==> src/rtl/uart_tx_trama.sv <==
// Frame builder ahead of the UART transmitter: header, payload bytes MSB first, XOR checksum.
// Bytes are handed to the UART under a valid/ready handshake, and completed frames are counted.
module uart_tx_trama #(
   parameter int unsigned N_BYTES   = 4,
   parameter logic [7:0]  HEADER    = 8'hAA,
   parameter int unsigned CNT_WIDTH = 16
) (
   input  logic                   CLK100MHZ,
   input  logic                   rst_n,
   input  logic [8*N_BYTES-1:0]   palabra,
   input  logic                   enviar,
   output logic                   listo,
   output logic [7:0]             uart_dato,
   output logic                   uart_valid,
   input  logic                   uart_ready,
   output logic [CNT_WIDTH-1:0]   tramas_enviadas
);

   localparam int unsigned W    = 8 * N_BYTES;
   localparam int unsigned IDXW = (N_BYTES > 1) ? $clog2(N_BYTES) : 1;
   localparam logic [IDXW-1:0] IDX_LAST = IDXW'(N_BYTES - 1);

   typedef enum logic [1:0] {
      S_IDLE,
      S_HEADER,
      S_DATOS,
      S_CHECKSUM
   } state_t;

   state_t                state_q;
   logic [W-1:0]          shift_q;
   logic [W-1:0]          shift_d;
   logic [7:0]            csum_q;
   logic [7:0]            csum_d;
   logic [IDXW-1:0]       idx_q;
   logic [7:0]            dato_q;
   logic                  valid_q;
   logic [CNT_WIDTH-1:0]  cnt_q;
   logic                  xfer;

   assign xfer    = valid_q && uart_ready;
   assign shift_d = shift_q << 8;
   assign csum_d  = csum_q ^ shift_q[W-1 -: 8];

   // dato_q is loaded one transfer ahead so the byte on the wire is always a register output
   always_ff @(posedge CLK100MHZ or negedge rst_n) begin
      if (!rst_n) begin
         state_q <= S_IDLE;
         shift_q <= '0;
         csum_q  <= '0;
         idx_q   <= '0;
         dato_q  <= '0;
         valid_q <= 1'b0;
         cnt_q   <= '0;
      end else begin
         case (state_q)
            S_IDLE: begin
               if (enviar) begin
                  shift_q <= palabra;
                  csum_q  <= '0;
                  idx_q   <= '0;
                  dato_q  <= HEADER;
                  valid_q <= 1'b1;
                  state_q <= S_HEADER;
               end
            end
            S_HEADER: begin
               if (xfer) begin
                  dato_q  <= shift_q[W-1 -: 8];
                  state_q <= S_DATOS;
               end
            end
            S_DATOS: begin
               if (xfer) begin
                  csum_q  <= csum_d;
                  shift_q <= shift_d;
                  idx_q   <= idx_q + IDXW'(1);
                  if (idx_q == IDX_LAST) begin
                     dato_q  <= csum_d;
                     state_q <= S_CHECKSUM;
                  end else begin
                     dato_q  <= shift_d[W-1 -: 8];
                  end
               end
            end
            S_CHECKSUM: begin
               if (xfer) begin
                  dato_q  <= '0;
                  valid_q <= 1'b0;
                  cnt_q   <= cnt_q + CNT_WIDTH'(1);
                  state_q <= S_IDLE;
               end
            end
            default: state_q <= S_IDLE;
         endcase
      end
   end

   assign listo           = (state_q == S_IDLE);
   assign uart_dato       = dato_q;
   assign uart_valid      = valid_q;
   assign tramas_enviadas = cnt_q;

endmodule

==> config.mk <==
export PLATFORM = sky130hd
export DESIGN_NAME = uart_tx_trama
export DESIGN_NICKNAME = d
export VERILOG_FILES = /design/src/rtl/uart_tx_trama.sv
export SDC_FILE = /design/constraint.sdc
export NUM_CORES = 1
export LEC_CHECK = 0
export CORE_MARGIN = 4
export CORE_UTILIZATION = 52
export CTS_CLUSTER_SIZE = 20
export DETAILED_ROUTE_END_ITERATION = 6
export PLACE_DENSITY = 0.79
export SLEW_MARGIN = 20
export SYNTH_ARGS = -nofsm -noshare
export SYNTH_HDL_FRONTEND = slang
export SYNTH_SLANG_ARGS = --single-unit
==> constraint.sdc <==
create_clock -name CLK100MHZ -period 2.6 [get_ports CLK100MHZ]
set_input_delay 0.65 -clock CLK100MHZ [delete_from_list [all_inputs] [get_ports CLK100MHZ]]
set_output_delay 0.65 -clock CLK100MHZ [all_outputs]
set_load 0.1 [all_outputs]
# Word-level counts from Yosys, hierarchy flattened
# Index checks and enable logic that the tools add are counted.
# op_classes
eq_ne	9
n_addsub	2
shifts	0
mul	0
n_mux	24
order_cmp	0
n_reduce_logical	9
n_div	0
bitwise	1
# ops
cell	n
$mux 32	2
$pmux 32 s2	1
$mux 8	7
$pmux 8 s4	1
$add 16x1->16 const B	1
$pmux 8 s2	1
$mux 2	7
$ne 2x2->1 const B	5
$pmux 2 s4	1
$xor 8x8->8	1
$eq 2x2->1 const B	3
$reduce_and 3->1	2
$reduce_and 5->1	1
$pmux 2 s2	1
$reduce_and 4->1	1
$reduce_bool 2->1	2
$add 2x1->2 const B	1
$eq 2x1->1 const B	1
$logic_not 2->1	1
$mux 1	2
$pmux 1 s2	1
$reduce_and 2->1	1
$logic_and 1x1->1	1
# word_totals
elab_cells	52
latchBits	0
register_bits	69
n_memories	0
romBits	0
out_inout_bits	26
ram_bits	0

# Depth between registers and ports, before layout
# Gate-level depths: netlist (run 1).
# logic_depth
ltp_word	4
ltp_mapped	9
mapped_depth_nobuf	6

# Least setup slack after synthesis (run 1)
# Ideal clock, no wire load.
# synth_path
path_type	reg2reg
start	reg state_q[0]
end	reg csum_q[1]
setup_slack_ps	75
arrival_time_ps	2399
path_buffers	2
required_time_ps	2474
synth_period_minus_slack_ps	2525
stages_incl_launch_ff	8
setup_time_ps	126
cell_sequence	dfrtp_1 > inv_1 > ha_1 > buf_6 > nor2_1 > a211o_4 > buf_6 > a221o_1
# synth_between
elab_chain_cells	3
elab_cells_between_ends	7
cone_classes	3 x eq/ne; 1 x mux; 3 x reduce/logical
# synth_rtl
item	line	source
start, declared	30	state_t state_q;
start signal, assigned	48	state_q <= S_IDLE;
start signal, assigned	64	state_q <= S_HEADER;
start signal, assigned	70	state_q <= S_DATOS;
$logic_not 2->1 (*)	-	
via listo	12	output logic listo,
$ne 2x2->1 (no source line) / $reduce_bool 2->1 (equally long branches)	-	
$reduce_and 3->1 (no source line)	-	
end signal, assigned	75	csum_q <= csum_d;
end, declared	33	logic [7:0] csum_q;
# The timed path passes the listed nets; every way through them passes the cells marked *.
# A chain may end at the register's enable or synchronous reset.

# Worst setup path after layout (run 1)
# layout_path
start	reg state_q[0]
end	reg shift_q[30]
# layout_between
elab_chain_cells	3
elab_cells_between_ends	7
cone_classes	3 x eq/ne; 1 x mux; 3 x reduce/logical
# layout_rtl
item	line	source
$eq 2x2->1 / $logic_not 2->1 (equally long branches)	56	case (state_q)
$ne 2x2->1 (no source line) / $reduce_bool 2->1 (equally long branches)	-	
$reduce_and 3->1 (no source line)	-	
end signal, assigned	59	shift_q <= palabra;
end signal, assigned	76	shift_q <= shift_d;
end, declared	31	logic [W-1:0] shift_q;
# Parallel ways exist; a longest one is shown, timed or not.

==> metrics.cfg, run 1 <==
[outcome]
status = finished, final reports clean

[power]
powerDensity_nw_per_um2 = 500.2
leakage_nw = 1.891
vdd_drop_max_mv = 0.3323

[layout]
layout-drive-gt1-share_pct = 14.11
syn_to_final_growth_pct = 23.13
antenna_cells = 0
layout.nets = 443

[die]
core_area_sq_um = 6350
core.rowCount = 29
initial_core_util_pct = 53.60
die-width_microns = 88.90
fp.dieArea_sq_um = 7903
die_y_microns = 88.90
ios = 62

[clocking]
cts_sinks = 69
cts_setup_buffers = 0
clk_pin_slew_worst_paths_ns = 0.07
post_cts_resized = 0
htreeDepth = 3
cts_hold_buf = 0
cts_buffers = 9
cts_tree = done
clk_latency_ns = 0.35
ctsLongestPathBuffers = 2
clock-root-buffer = clkbuf_8

[place]
pre_cts_ws_ns = 0.1802
hpwl_microns = 4761
port_buffers = 61
place_congestion = 0.7974

[synth]
synth_top_area_share_pct = 50.74
syn_avg_cell_area_sq_um = 10.01
synthCells = 340
yosys_register_bits = 69
yosysWarnings = 0
ys_top_cells_by_count = dfrtp_1 (69), nand2_1 (63), o21ai_0 (41), mux2i_1 (26), nand3_1 (13)
synth_nets = 384
async_flop_share_pct = 100.0
synth_flop_cell = dfrtp_1
yosysUniqueCellTypes = 41
yosysSeqAreaShare_pct = 50.74
synth_top_cell_by_area = dfrtp_1
yosysMostFrequentCell = dfrtp_1
netlist_top_cells_area = dfrtp_1 (51%), mux2i_1 (7.6%), nand2_1 (6.9%), o21ai_0 (6.0%), xnor2_1 (3.1%)
synth_edf_count = 0
syn-cell-area_sq_um = 3403

[timing]
slew_headroom_pct = 67.02
slew_viol_final = 0
setup_ws_ns = 0.4042
setup_violations = 0
clock.fmax_ghz = 0.4554
period_minus_slack_ns = 2.196
finClkSkew_ns = 0.006860
tns_ns = 0
final_hold_viol_count = 0
rsz0062_at_grt = false
period_share_pct = 84.45
tightest_slew_ns = 0.4947

[job]
cap_violations = 0

[grt]
overflow = 0
grt.total_usage_pct = 18.32
antenna_found_initial = 0
grt_pass1_wl_microns = 11320
grt_pass1_vias = 2420
grt_max_degree = 45

[worst_setup_path]
setup.worst_path.start = state_q[0]
r2r-start = state_q[0]
reg2reg_depth = 7
critPathMaxFanout = 44
slowest_delay_ns = 0.50
cp_data_required_time_ns = 2.81
crit_type = flip-flop to flip-flop
worstSetupStartpointType = flip-flop
r2r_setup_slack_ns = 0.40
critPathSlowestCell = a211o_4
timing.rr.end = shift_q[30]
crit_chain = inv_1, ha_1, nor2_1, a211o_4, buf_4, nand2_1, o21ai_0
critPathArrivalTime_ns = 2.41
critPathCaptureType = flip-flop

[detailed_routing]
drt_wl_total_microns = 6676
highest_layer = met4
wl_met3_microns = 431
vias = 2572
drt-met1-wl_microns = 3054
drc = 0
dr.first_iter.drc_count = 148
wl_per_cell_microns = 13.88
drtPass1Iterations = 4
viasPerCell = 5.347
routed-wl-met2_microns = 3083
ant_nets = 0

[worst_hold_path]
hold_path.class = primary input to async pin

-- metal layers --
| layer | GRT usage [%] | vias to the layer above |
|---|---|---|
| met3 | 4.055 | 11 |
| met5 | 0 | - |
| met2 | 29.08 | 68 |
| met1 | 24.66 | 1201 |
| li1 | - | 1292 |
| met4 | 7.005 | 0 |
-- worst max-delay path: cells and delay by family (launching register included) --
family,cells,cell delay [ns]
flip-flops,1,0.41
buffers and inverters,2,0.41
AO/OA/AOI/OAI,2,0.58
AND/OR/NAND/NOR,2,0.21
adder cells (fa/ha/maj),1,0.44
-- logic make-up (layout without fill, tap and decap cells) --
kind of cell    Yosys count  count (layout)  synth area share [%]
compound gates           75              75                 13.57
buf+inv                  27              91                 4.228
simple gates            113             113                 15.07
mux                      28              28                 8.309
flops                    69              69                 50.74
fa+ha+maj                 8               8                 2.941
xor+xnor                 20              20                 5.147
-- how the worst max path moves through the flow --
stage / to / slack (ns)
finish: shift_q[30] / 0.40
global route: shift_q[30] / 0.20
CTS: shift_q[30] / 0.39
detailed placement: shift_q[30] / 0.18
global placement: shift_q[18] / 0.26
floorplan: csum_q[1] / 0.08
-- through the flow --
stage	total power [mW]	utilization, %	cell area, sq um	instances	hold WS [ns]
after floorplan	1.157	-	3403	340	0.3544
after global placement	1.242	62.84	3990	465	0.4491
after detailed placement	1.245	62.84	3990	465	0.4557
after CTS	2.117	65.99	4190	481	0.3502
after global routing	2.178	65.99	4190	481	0.3777
final	2.096	65.99	4190	481	0.3320
-- power breakdown --
part | switching, mW | internal, mW | total (mW)
logic | 0.0465 | 0.0671 | 0.114
registers | 0.0167 | 1.09 | 1.11
clock network | 0.409 | 0.465 | 0.874
total | 0.472 | 1.62 | 2.10
-- placed cells by master (no fill, tap or decap), types with 2 or more instances in the layout --
cell / count
a211oi_1: 5
a21oi_1: 8
a221o_1: 4
a2bb2oi_1: 2
a31oi_1: 3
and3_1: 3
buf_4: 32
clkbuf_8: 10
clkdlybuf4s50_1: 34
clkinv_2: 2
clkinvlp_4: 3
dfrtp_1: 69
ha_1: 7
inv_1: 7
mux2_2: 2
mux2i_1: 26
nand2_1: 63
nand2b_1: 6
nand3_1: 13
nand4_1: 3
nor2_1: 6
nor2b_1: 4
nor3_1: 8
o21ai_0: 41
o21ai_1: 3
o2bb2ai_1: 3
xnor2_1: 12
xor2_1: 8
-- registers in the layout, indices dropped and copies added, names as in the netlist --
name	count
uart_dato	8
idx_q	2
shift_q	32
state_q	2
tramas_enviadas	16
csum_q	8
uart_valid	1
-- final cells by class --
class / instances / area, sq um
fillers: 506 / 2160
clock buffers: 10 / 137.6
repair buffers: 68 / 605.6
well taps: 77 / 96.34
multi-input cells: 244 / 1535
flip-flops and latches: 69 / 1727
clock inverters: 6 / 62.56
inverters: 7 / 26.28
Note: power is estimated with default switching activity, not from simulation.
==> run 2, diff against run 1 <==
CORE_UTILIZATION = 47   (was 52)
PLACE_DENSITY = 0.76   (was 0.79)
clock period = 1.85 ns   (was 2.6 ns; I/O delays follow)
==> run 2 against run 1 <==
Setup slack got worse by 0.33 ns. Sequential share of layout area fell by 4.1 points. Critical path depth fell by 4. Total power rose by 41%. Register-to-register slack got worse by 0.31 ns. First-iteration DRC count fell by 7.4%. Cell area rose by 12%. Largest cell class unchanged. Sequential power rose by 41%. Final cell count rose by 5.8%. Combinational power rose by 46%. Clock power rose by 42%. Worst hold slack got worse by 0.22 ns.
==> metrics.cfg, run 2 (synthesized netlist as in run 1, its figures left out) <==
[place]
hpwl_microns = 5143  ; +8.0%
port_buffers = 61  ; unchanged
place_congestion = 0.7997  ; +0.29%

[timing]
hold_ws_ns = 0.1151  ; -0.2169 ns
slew_headroom_pct = 74.86  ; +7.8 points
slew_viol_final = 0  ; unchanged
clock.fmax_ghz = 0.5617
tightest_slew_ns = 0.3771  ; -0.1176 ns
final_hold_viol_count = 0  ; unchanged
setup_violations = 0  ; unchanged
period_share_pct = 96.23
period_minus_slack_ns = 1.780
finClkSkew_ns = 0.01046  ; +0.003596 ns

[worst_setup_path]
cp_data_required_time_ns = 1.39  ; -1.42 ns
worstSetupStartpointType = flip-flop
crit_type = flip-flop to primary output
critPathArrivalTime_ns = 1.32  ; -1.09 ns
critPathCaptureType = primary output
critPathMaxFanout = 6  ; -86%
r2r-start = state_q[0]
setup.worst_path.start = state_q[0]

[die]
ios = 62  ; unchanged
die_y_microns = 93.10  ; +4.7%
core.rowCount = 30  ; +3.4%
core_area_sq_um = 6907  ; +8.8%
fp.dieArea_sq_um = 8667  ; +9.7%
initial_core_util_pct = 49.28  ; -4.3 points
die-width_microns = 93.10  ; +4.7%

[layout]
layout-drive-gt1-share_pct = 20.58  ; +6.5 points
largest_reg_flops = 32  ; unchanged
seq_area_sq_um = 1742  ; +0.87%
mostFrequentLayoutCell = nand2_1
layout.nets = 452  ; +2.0%
multi_input_area_sq_um = 1579  ; +2.9%
antenna_cells = 0  ; unchanged
final_util_pct = 67.90  ; +1.9 points
nFillCells = 537  ; +6.1%
mostFrequentLayoutCells = nand2_1 (63), dfrtp_1 (57), o21ai_0 (35), clkdlybuf4s50_1 (34), buf_12 (29)
syn_to_final_growth_pct = 37.79
regMostFlops = shift_q

[power]
powerDensity_nw_per_um2 = 631.0  ; +26%
vdd_drop_max_mv = 0.4914  ; +48%
leakage_nw = 2.030  ; +7.3%
total_power_mw = 2.959  ; +41%

[grt]
grt_pass1_wl_microns = 12230  ; +8.1%
grt_pass1_vias = 2638  ; +9.0%
grt.total_usage_pct = 17.75  ; -0.57 points
antenna_found_initial = 0  ; unchanged
overflow = 0  ; unchanged
grt_max_degree = 70  ; +56%

[clocking]
clock-root-buffer = clkbuf_8
cts_hold_buf = 0  ; unchanged
ctsLongestPathBuffers = 2  ; unchanged
htreeDepth = 3  ; unchanged
clk_pin_slew_worst_paths_ns = 0.08  ; about the same
clk_latency_ns = 0.35  ; about the same
cts_sinks = 69  ; unchanged
cts_buffers = 9  ; unchanged
cts_tree = done

[detailed_routing]
drtPass1Iterations = 4  ; unchanged
drt_wl_total_microns = 7197  ; +7.8%
wl_per_cell_microns = 14.14  ; +1.9%
viasPerCell = 5.124  ; -4.2%
vias = 2608  ; +1.4%
ant_nets = 0  ; unchanged
dr.first_iter.drc_count = 137  ; -7.4%
drc = 0  ; unchanged

[outcome]
status = finished, final reports clean

[job]
cap_violations = 0  ; unchanged

[worst_hold_path]
hold_path.class = primary input to async pin

==> run 2: cell count changes in the layout (fill, tap and decap cells not counted), moves of 6 or more <==
| cell | change |
|---|---|
| o21ai_1 | +6 |
| dfrtp_2 | +12 |
| o21ai_0 | -6 |
| buf_12 | +28 |
| buf_4 | -19 |
| dfrtp_1 | -12 |
==> run 2: per-stage QoR <==
| step | instances | setup WS, ns | area, sq um | setup TNS, ns |
|---|---|---|---|---|
| 2_1_floorplan | 340 | -0.05793 | 3451 | -0.7185 |
| 3_3_place_gp | 492 | -0.1711 | 4463 | -5.889 |
| 3_5_place_dp | 492 | -0.2199 | 4463 | -8.450 |
| 4_1_cts | 508 | 0.02860 | 4662 | 0 |
| 5_1_grt | 509 | -0.009003 | 4690 | -0.01552 |
| 6_report | 509 | 0.06969 | 4690 | 0 |
==> run 2: routing by layer <==
layer  GRT usage, %  wire length (microns)  up-vias
li1               -                      -     1306
met1          21.71                   3195     1222
met2          29.03                   3427       70
met3          5.390                    468       10
met4          7.692                    105        0
met5              0                      0        -
==> run 2: final timing paths <==
kind	end	slack, ns	depth (start not counted)
worst max-delay path	listo	0.07	3
worst min-delay path	tramas_enviadas[0]	0.12	2
worst max register to register	idx_q[0]	0.09	7
worst min register to register	shift_q[2]	0.47	2
max in group asynchronous	tramas_enviadas[4]	1.41	2
min in group CLK100MHZ	shift_q[2]	0.47	2
==> run 2: final cells by class <==
class,count,area share (%)
Clock buffer,9,2.641
Clock inverter,7,1.601
Inverter,7,0.5603
Multi-Input combinational cell,244,33.67
Sequential cell,69,37.14
Tap cell,96,2.561
Timing Repair Buffer,77,21.82
==> run 2: timing repair <==
item | 4_1_cts | 5_1_grt
endpoints found under the setup margin | 0 | 38
buffers inserted | 0 | 1
hold endpoints to repair | 0 | 0
resized for setup | 0 | 5
==> run 2: worst max-delay path, cell delays in order (launching register included) <==
cell	delay (ns)
dfrtp_1	0.43
inv_2	0.15
ha_4	0.21
buf_12	0.18
==> run 2: power breakdown <==
group	switching, mW	internal [mW]	leakage [nW]
Combinational	0.0677	0.0978	1.13
Sequential	0.0235	1.53	0.810
Clock	0.611	0.626	0.0918
Total	0.702	2.26	2.03
==> run 3, diff against run 2 <==
CORE_UTILIZATION = 52   (was 47)
PLACE_DENSITY = 0.79   (was 0.76)
clock period = 1.95 ns   (was 1.85 ns; I/O delays follow)
==> run 3 against run 2 <==
Clock-buffer cell count is 1 higher. Critical path depth stayed put. Setup slack better by 0.018 ns. Largest power group unchanged. Utilization increased by 6.0 points.
==> metrics.cfg, run 3 (synthesized netlist as in run 1, its figures left out) <==
[clocking]
ctsLongestPathBuffers = 2  ; unchanged
clk_pin_slew_worst_paths_ns = 0.08  ; about the same
post_cts_resized = 0  ; unchanged
clk_latency_ns = 0.35  ; about the same
clock-root-buffer = clkbuf_8
htreeDepth = 3  ; unchanged
cts_tree = done
cts_setup_buffers = 0  ; unchanged
cts_hold_buf = 0  ; unchanged
cts_sinks = 69  ; unchanged
cts_buffers = 9  ; unchanged

[timing]
slew_headroom_pct = 67.38  ; -7.5 points
final_hold_viol_count = 0  ; unchanged
slew_viol_final = 0  ; unchanged
rsz0062_at_grt = false
finClkSkew_ns = 0.008954  ; -0.001502 ns
tns_ns = 0  ; unchanged
setup_ws_ns = 0.08818  ; +0.01849 ns
period_minus_slack_ns = 1.862
clock.fmax_ghz = 0.5371
setup_violations = 0  ; unchanged
period_share_pct = 95.48
tightest_slew_ns = 0.4893  ; +0.1122 ns

[power]
leakage_nw = 2.081  ; +2.5%
vdd_drop_max_mv = 0.4247  ; -14%
powerDensity_nw_per_um2 = 626.3  ; -0.75%

[place]
placed_cells = 480  ; -2.4%
hpwl_microns = 5653  ; +9.9%
place_congestion = 0.7822  ; -2.2%
pre_cts_ws_ns = -0.1781  ; +0.04177 ns
port_buffers = 61  ; unchanged

[outcome]
status = finished, final reports clean

[layout]
nFillCells = 450  ; -16%
layout.nets = 458  ; +1.3%
mostFrequentLayoutCell = dfrtp_1
antenna_cells = 0  ; unchanged
final_util_pct = 73.87  ; +6.0 points
layout-drive-gt1-share_pct = 19.33  ; -1.2 points
fin_cells = 496  ; -2.6%
syn_to_final_growth_pct = 37.83  ; about the same
mostFrequentLayoutCells = dfrtp_1 (64), nand2_1 (63), o21ai_0 (41), clkdlybuf4s50_1 (34), buf_12 (28)
regMostFlops = shift_q
largest_reg_flops = 32  ; unchanged

[worst_setup_path]
critPathMaxFanout = 10  ; +4
critPathSlowestCell = dfrtp_1
cp_data_required_time_ns = 1.46  ; +0.07 ns
slowest_delay_ns = 0.46  ; +0.03 ns
crit_type = flip-flop to primary output
critPathArrivalTime_ns = 1.37  ; +0.05 ns
crit_chain = inv_2, ha_4, buf_12
worstSetupStartpointType = flip-flop
critPathCaptureType = primary output

[die]
die_y_microns = 88.90  ; -4.5%
core.rowCount = 29  ; -3.3%
ios = 62  ; unchanged
fp.dieArea_sq_um = 7903  ; -8.8%
core_area_sq_um = 6350  ; -8.1%
die-width_microns = 88.90  ; -4.5%
initial_core_util_pct = 53.60  ; +4.3 points

[worst_hold_path]
hold_path.class = primary input to async pin

[detailed_routing]
drc = 0  ; unchanged
drt_wl_total_microns = 7423  ; +3.1%
dr.first_iter.drc_count = 124  ; -9.5%
wl_per_cell_microns = 14.97  ; +5.8%
drtPass1Iterations = 4  ; unchanged
vias = 2714  ; +4.1%
viasPerCell = 5.472  ; +6.8%
ant_nets = 0  ; unchanged

[grt]
antenna_found_initial = 0  ; unchanged
grt_pass1_wl_microns = 12770  ; +4.4%
grt_pass1_vias = 2825  ; +7.1%
overflow = 0  ; unchanged
grt_max_degree = 37  ; -47%
grt.total_usage_pct = 21.03  ; +3.3 points

[job]
cap_violations = 0  ; unchanged

[run 3: routing by layer]
metal	global-route usage (%)	share of wire [%]	up-vias
met1	25.14	42	1291
met5	0	0	-
met4	9.203	2.0	0
met2	35.76	50	78
li1	-	-	1327
met3	5.530	6.0	18
[run 3: power breakdown]
group	internal, mW	switching (mW)
clock	0.752	0.547
sequential	1.46	0.0228
combinational	0.0947	0.0660
total	2.30	0.636
[run 3: final timing paths]
kind | from | endpoint | slack [ns] | cells past startpoint
setup / recovery | state_q[1] | listo | 0.09 | 3
hold / removal | rst_n | tramas_enviadas[12] | 0.04 | 1
max in group asynchronous | rst_n | uart_dato[5] | 1.33 | 2
min in group CLK100MHZ | shift_q[6] | shift_q[6] | 0.47 | 2
setup reg to reg | state_q[1] | shift_q[14] | 0.09 | 6
hold reg to reg | shift_q[6] | shift_q[6] | 0.47 | 2
[run 3: per-stage QoR]
stage | instance area [sq um] | hold WS, ns | total power, mW
3_5_place_dp | 4464 | 0.4206 | 1.670
6_report | 4691 | 0.03520 | 2.938
2_1_floorplan | 3427 | 0.1919 | 1.543
5_1_grt | 4691 | 0.05436 | 3.052
3_3_place_gp | 4464 | 0.4135 | 1.661
4_1_cts | 4688 | 0.03216 | 2.966
[run 3: final cells by class]
cell class	count	area, sq um	area share [%]
inverters	7	26.28	0.5601
multi-input cells	244	1555	33.16
well taps	77	96.34	2.054
clock inverters	6	86.33	1.840
flip-flops and latches	69	1733	36.94
clock buffers	10	137.6	2.934
repair buffers	83	1056	22.51
[run 3: critical path: cells and delay by family, from the launching register on]
family,cells,cell delay (ns)
adders and majority gates,1,0.23
DFF,1,0.46
buffers and inverters,2,0.32
